<file path="src/rtl/seq_mult.sv">
// Iterative shift-add multiplier. One multiplier bit is retired per clock.
// Unsigned and two's-complement signed modes, with abort.
// A command is accepted from IDLE. The product appears on `out` together with
// a one-cycle `done` pulse, exactly WIDTH cycles after the accept edge.
module seq_mult #(
  parameter int WIDTH = 4,
  parameter int CNT_W = $clog2(WIDTH) + 1
) (
  input  logic                 clk,
  input  logic                 rst_n,
  input  logic [1:0]           func,
  input  logic [WIDTH-1:0]     in1,
  input  logic [WIDTH-1:0]     in2,
  output logic [2*WIDTH-1:0]   out,
  output logic                 busy,
  output logic                 done
);

  localparam int PW = 2 * WIDTH;

  localparam logic [0:0] ST_IDLE = 1'b0;
  localparam logic [0:0] ST_RUN  = 1'b1;

  localparam logic [1:0] FN_UMUL  = 2'd1;
  localparam logic [1:0] FN_SMUL  = 2'd2;
  localparam logic [1:0] FN_ABORT = 2'd3;

  localparam logic [CNT_W-1:0] LAST_CNT = CNT_W'(WIDTH - 1);

  logic [0:0]       r_state;
  logic [CNT_W-1:0] r_cnt;
  logic [PW-1:0]    r_mcand;   // multiplicand, pre-shifted left by r_cnt
  logic [WIDTH-1:0] r_mplier;  // multiplier, pre-shifted right by r_cnt
  logic             r_signed;
  logic [PW-1:0]    r_acc;

  logic             w_accept;
  logic             w_abort;
  logic             w_last;
  logic             w_sub;
  logic [PW-1:0]    w_pp;
  logic [PW-1:0]    w_acc_next;
  logic [PW-1:0]    w_mcand_ext;

  assign w_accept = (r_state == ST_IDLE) && ((func == FN_UMUL) || (func == FN_SMUL));
  assign w_abort  = (r_state == ST_RUN) && (func == FN_ABORT);
  assign w_last   = (r_cnt == LAST_CNT);

  // Shifting both operands each cycle avoids a variable bit-select on the
  // multiplier and a barrel shifter on the multiplicand.
  assign w_pp = r_mplier[0] ? r_mcand : '0;

  // In signed mode the multiplier MSB carries negative weight, so its
  // partial product is subtracted. Sums wrap modulo 2^PW, which gives the
  // exact product.
  assign w_sub      = r_signed && w_last;
  assign w_acc_next = w_sub ? (r_acc - w_pp) : (r_acc + w_pp);

  assign w_mcand_ext = (func == FN_SMUL) ? {{WIDTH{in1[WIDTH-1]}}, in1}
                                         : {{WIDTH{1'b0}}, in1};

  // Control FSM and datapath: accept, iterate, complete or abort.
  // NOTE: every register here uses non-blocking assignment, so all reads in
  // this block see the pre-edge values. The datapath registers are reset as
  // well, so `out` is defined from time zero.
  always_ff @(posedge clk or negedge rst_n) begin
    if (!rst_n) begin
      r_state  <= ST_IDLE;
      r_cnt    <= '0;
      r_mcand  <= '0;
      r_mplier <= '0;
      r_signed <= 1'b0;
      r_acc    <= '0;
      out      <= '0;
      busy     <= 1'b0;
      done     <= 1'b0;
    end else begin
      done <= 1'b0;
      case (r_state)
        ST_IDLE: begin
          if (w_accept) begin
            r_mcand  <= w_mcand_ext;
            r_mplier <= in2;
            r_signed <= (func == FN_SMUL);
            r_acc    <= '0;
            r_cnt    <= '0;
            busy     <= 1'b1;
            r_state  <= ST_RUN;
          end
        end
        ST_RUN: begin
          if (w_abort) begin
            r_cnt   <= '0;
            busy    <= 1'b0;
            r_state <= ST_IDLE;
          end else if (w_last) begin
            out     <= w_acc_next;
            r_acc   <= w_acc_next;
            done    <= 1'b1;
            busy    <= 1'b0;
            r_cnt   <= '0;
            r_state <= ST_IDLE;
          end else begin
            r_acc    <= w_acc_next;
            r_mcand  <= r_mcand << 1;
            r_mplier <= r_mplier >> 1;
            r_cnt    <= r_cnt + CNT_W'(1);
          end
        end
        default: begin
          r_state <= ST_IDLE;
          busy    <= 1'b0;
        end
      endcase
    end
  end

endmodule
</file>
<file path="config.mk">
export PLATFORM = sky130hd
export DESIGN_NAME = seq_mult
export DESIGN_NICKNAME = d
export VERILOG_FILES = /design/src/rtl/seq_mult.sv
export SDC_FILE = /design/constraint.sdc
export NUM_CORES = 1
export LEC_CHECK = 0
export ABC_AREA = 0
export CORE_MARGIN = 10
export CORE_UTILIZATION = 30
export CTS_BUF_LIST = sky130_fd_sc_hd__clkbuf_8
export DETAILED_ROUTE_END_ITERATION = 16
export PLACE_DENSITY = 0.52
export SLEW_MARGIN = 20
export SYNTH_ARGS = -nofsm -noshare
export SYNTH_HDL_FRONTEND = slang
export SYNTH_SLANG_ARGS = --single-unit
</file>
<file path="constraint.sdc">
create_clock -name clk -period 3.1 [get_ports clk]
set_input_delay 0.31 -clock clk [delete_from_list [all_inputs] [get_ports clk]]
set_output_delay 0.31 -clock clk [all_outputs]
set_load 0.01 [all_outputs]
</file>
==> flow_summary.ini <==
[clock_network]
clockRootBuffer = clkbuf_8
clk_pin_slew_ns = 0.07
cts_resized = 0
htreeDepth = 2
cts_tree = done
cts.sink_count = 35
cts_buffers = 5
clk_path_buf_depth = 2
postCtsHoldBufs = 0
post_cts_buffers = 0
insertion_delay_ns = 0.29

[worst_setup_path]
endpoint_kind = flop
max_stage_delay_ns = 0.39
reg2reg_depth = 12
crit_path_max_fanout = 5
worstPathRequired_ns = 3.27
path_cells = ha_1 > nor2b_1 > a21boi_0 > o21ai_0 > xnor2_1 > ha_1 > nor2b_1 > nor3_1 > o21bai_1 > a21oi_1 > xor2_1 > o21ai_0
start_kind = flop
slowest_stage = dfrtp_1
path_class = flop to flop
arrival_ns = 2.94

[grt]
grt_first_pass_wirelength_um = 7180
met1_usage_pct = 10.9
met3_usage_pct = 3.94
antenna_found_initial = 0
gr-usage-met2_pct = 13.8
track_usage_pct = 8.88
grt_pass1_vias = 1523
grt_busiest_layer = met2
globalRouteOverflowTotal = 0
grt_start_max_net_pins = 36

[cells_and_area]
nFillCells = 642
regArea_um2 = 876
antenna_cells = 0
multi_input_area_um2 = 955
drive_gt1_share_pct = 9.61
area_growth_pct = 22.6
layout.nets = 251

[synthesis]
synth_seq_cells = 35
yosys_warnings = 0
synth_cell_type_count = 33
synth_top_area_cell = dfrtp_1
syn-num-nets = 225
yosys-top-cells-area = dfrtp_1 (46%), nand2_1 (8.1%), o21ai_0 (7.4%), ha_1 (6.6%), xnor2_1 (4.2%)
synth_edf_count = 0
ys_seq_area_share_pct = 46.3
syn_inst = 202
synth_ff_type = dfrtp_1
synth_area_per_cell_um2 = 9.37
post_synth_instance_area_um2 = 1890
yosysTopAreaCellShare_pct = 46.3
async_flop_share_pct = 100

[die]
placementRows = 28
die_h_um = 99.4
core_area_um2 = 6030
start_util_pct = 31.4
die_area_um2 = 9880
dieWidth_um = 99.4
io_pins = 22

[routing]
wl_per_cell_um = 13.5
viasPerCell = 4.76
ant_nets = 0
detail_route.drc_violations = 0
vias = 1447
first_iter_violations = 61
dr.pass1.iters = 4
routed_wl_um = 4100

[pwr]
finalPower_mw = 2.70
power_per_cell_area_nw_per_um2 = 1170
p_int_mw = 1.60
pwr-share-seq_pct = 31.1
p_comb_share_pct = 53.1
power_switching_mw = 1.10
p_leak_nw = 1.03
clockPowerShare_pct = 15.8
peakVddDrop_mv = 0.480
p_sw_share_pct = 40.8

[timing]
rsz0062_at_grt = false
final-max-slew-violation-count = 0
min_period_ns = 2.76
slew_headroom_pct = 47.2
finalHoldViolCount = 0
setup_violations = 0
setup_tns_ns = 0
min_period_over_period_pct = 89.2
max_freq_ghz = 0.362
skew_ns = 0.00707
tightest_slew_ns = 0.792

[run]
cap_viol_max_count = 0

[placement]
dp_hpwl_um = 3130
port_buffers = 21
place_congestion = 0.710

[min_path]
hold_path.class = primary input to async pin

[outcome]
status = completed
state kept, by name, indices dropped and copies added, names as in the netlist:
signal / cells
r_cnt: 3
busy: 1
r_mcand: 8
r_acc: 8
done: 1
r_mplier: 4
out: 8
r_signed: 1
r_state: 1
stage by stage:
| step | cell area (um2) | util [%] | hold slack [ns] | setup WS [ns] | std cells |
|---|---|---|---|---|---|
| 5_1_grt | 2320 | 38.5 | 0.169 | 0.0608 | 304 |
| 4_1_cts | 2320 | 38.5 | 0.131 | 0.318 | 304 |
| 3_5_place_dp | 2200 | 36.5 | 0.447 | 0.328 | 296 |
| 2_1_floorplan | 1890 | - | 0.0144 | 0.321 | 202 |
| 6_report | 2320 | 38.5 | 0.0990 | 0.335 | 304 |
| 3_3_place_gp | 2200 | 36.5 | 0.445 | 0.321 | 296 |
critical path: cells and delay by family, from the launching register on:
kind                       cells  cell delay, ns
AOI/OAI and AO/OA              5            0.75
xor gates and xnor gates       2            0.46
DFF                            1            0.39
and+or+nand+nor                3            0.52
adders and majority gates      2            0.53
worst paths after layout:
kind / from / end / slack, ns
min in group clk: busy / busy / 0.48
max reg2reg: r_cnt[0] / out[6] / 0.34
max: r_cnt[0] / out[6] / 0.34
min: rst_n / out[0] / 0.1
max in group asynchronous: rst_n / r_mcand[7] / 2.50
min reg2reg: busy / busy / 0.48
Yosys cell counts, types with 3 or more instances:
library cell	instances
ha_1	10
mux2i_1	6
o31ai_1	3
xnor2_1	9
o21ai_0	28
dfrtp_1	35
nor2_1	7
mux2_2	4
inv_1	9
a31oi_1	3
a21oi_1	11
nor2b_1	4
clkbuf_1	5
nand2_1	41
xor2_1	4
metal layers:
metal / vias to the layer above / part of all wire [%]
li1: 738 / -
met3: 5 / 5.8
met5: - / 0
met4: 0 / 0.66
met1: 676 / 50
met2: 28 / 44
power groups by stage:
stage	Sequential [mW]	Clock, mW	Combinational [mW]
after floorplan	0.790	0	1.08
after global placement	0.848	0	1.44
after detailed placement	0.848	0	1.46
after CTS	0.841	0.440	1.46
after global routing	0.872	0.462	1.65
final	0.839	0.428	1.44
cell usage in the layout (no fill, tap or decap):
master / instances
nand2_1: 41
dfrtp_1: 35
o21ai_0: 28
clkdlybuf4s50_1: 20
a21oi_1: 11
ha_1: 10
inv_1: 9
xnor2_1: 9
nor2_1: 7
mux2i_1: 6
clkbuf_8: 6
buf_4: 5
nor2b_1: 4
xor2_1: 4
mux2_2: 4
o31ai_1: 3
a31oi_1: 3
and2_1: 2
nor3_1: 2
o21bai_1: 2
nand2b_1: 2
a21o_1: 2
a21boi_0: 1
or4_4: 1
or3_4: 1
nand3_1: 1
or2_2: 1
a32o_1: 1
o211ai_1: 1
a2bb2oi_1: 1
o21a_1: 1
o21ai_2: 1
fa_1: 1
clkinv_2: 1
bufinv_16: 1
buf_2: 1
cell type report:
class	instances	area share, %
sequential	35	37.8
timing repair buffer	26	10.5
clock inverter	2	1.51
clock buffer	6	3.56
inverter	9	1.46
multi-input combinational	151	41.2
tap	75	4.05
cells by family (layout without fill, tap and decap cells):
| family | Yosys count | in the layout | share of synthesized area [%] |
|---|---|---|---|
| flip-flops | 35 | 35 | 46.3 |
| XOR/XNOR | 13 | 13 | 6.02 |
| adder cells (fa/ha/maj) | 11 | 11 | 7.67 |
| multiplexers | 10 | 10 | 5.56 |
| AND/OR/NAND/NOR | 62 | 62 | 14.5 |
| buffers and inverters | 16 | 43 | 3.24 |
| AO/OA/AOI/OAI | 55 | 55 | 16.7 |
No activity file was read; power rests on OpenSTA's default activity.
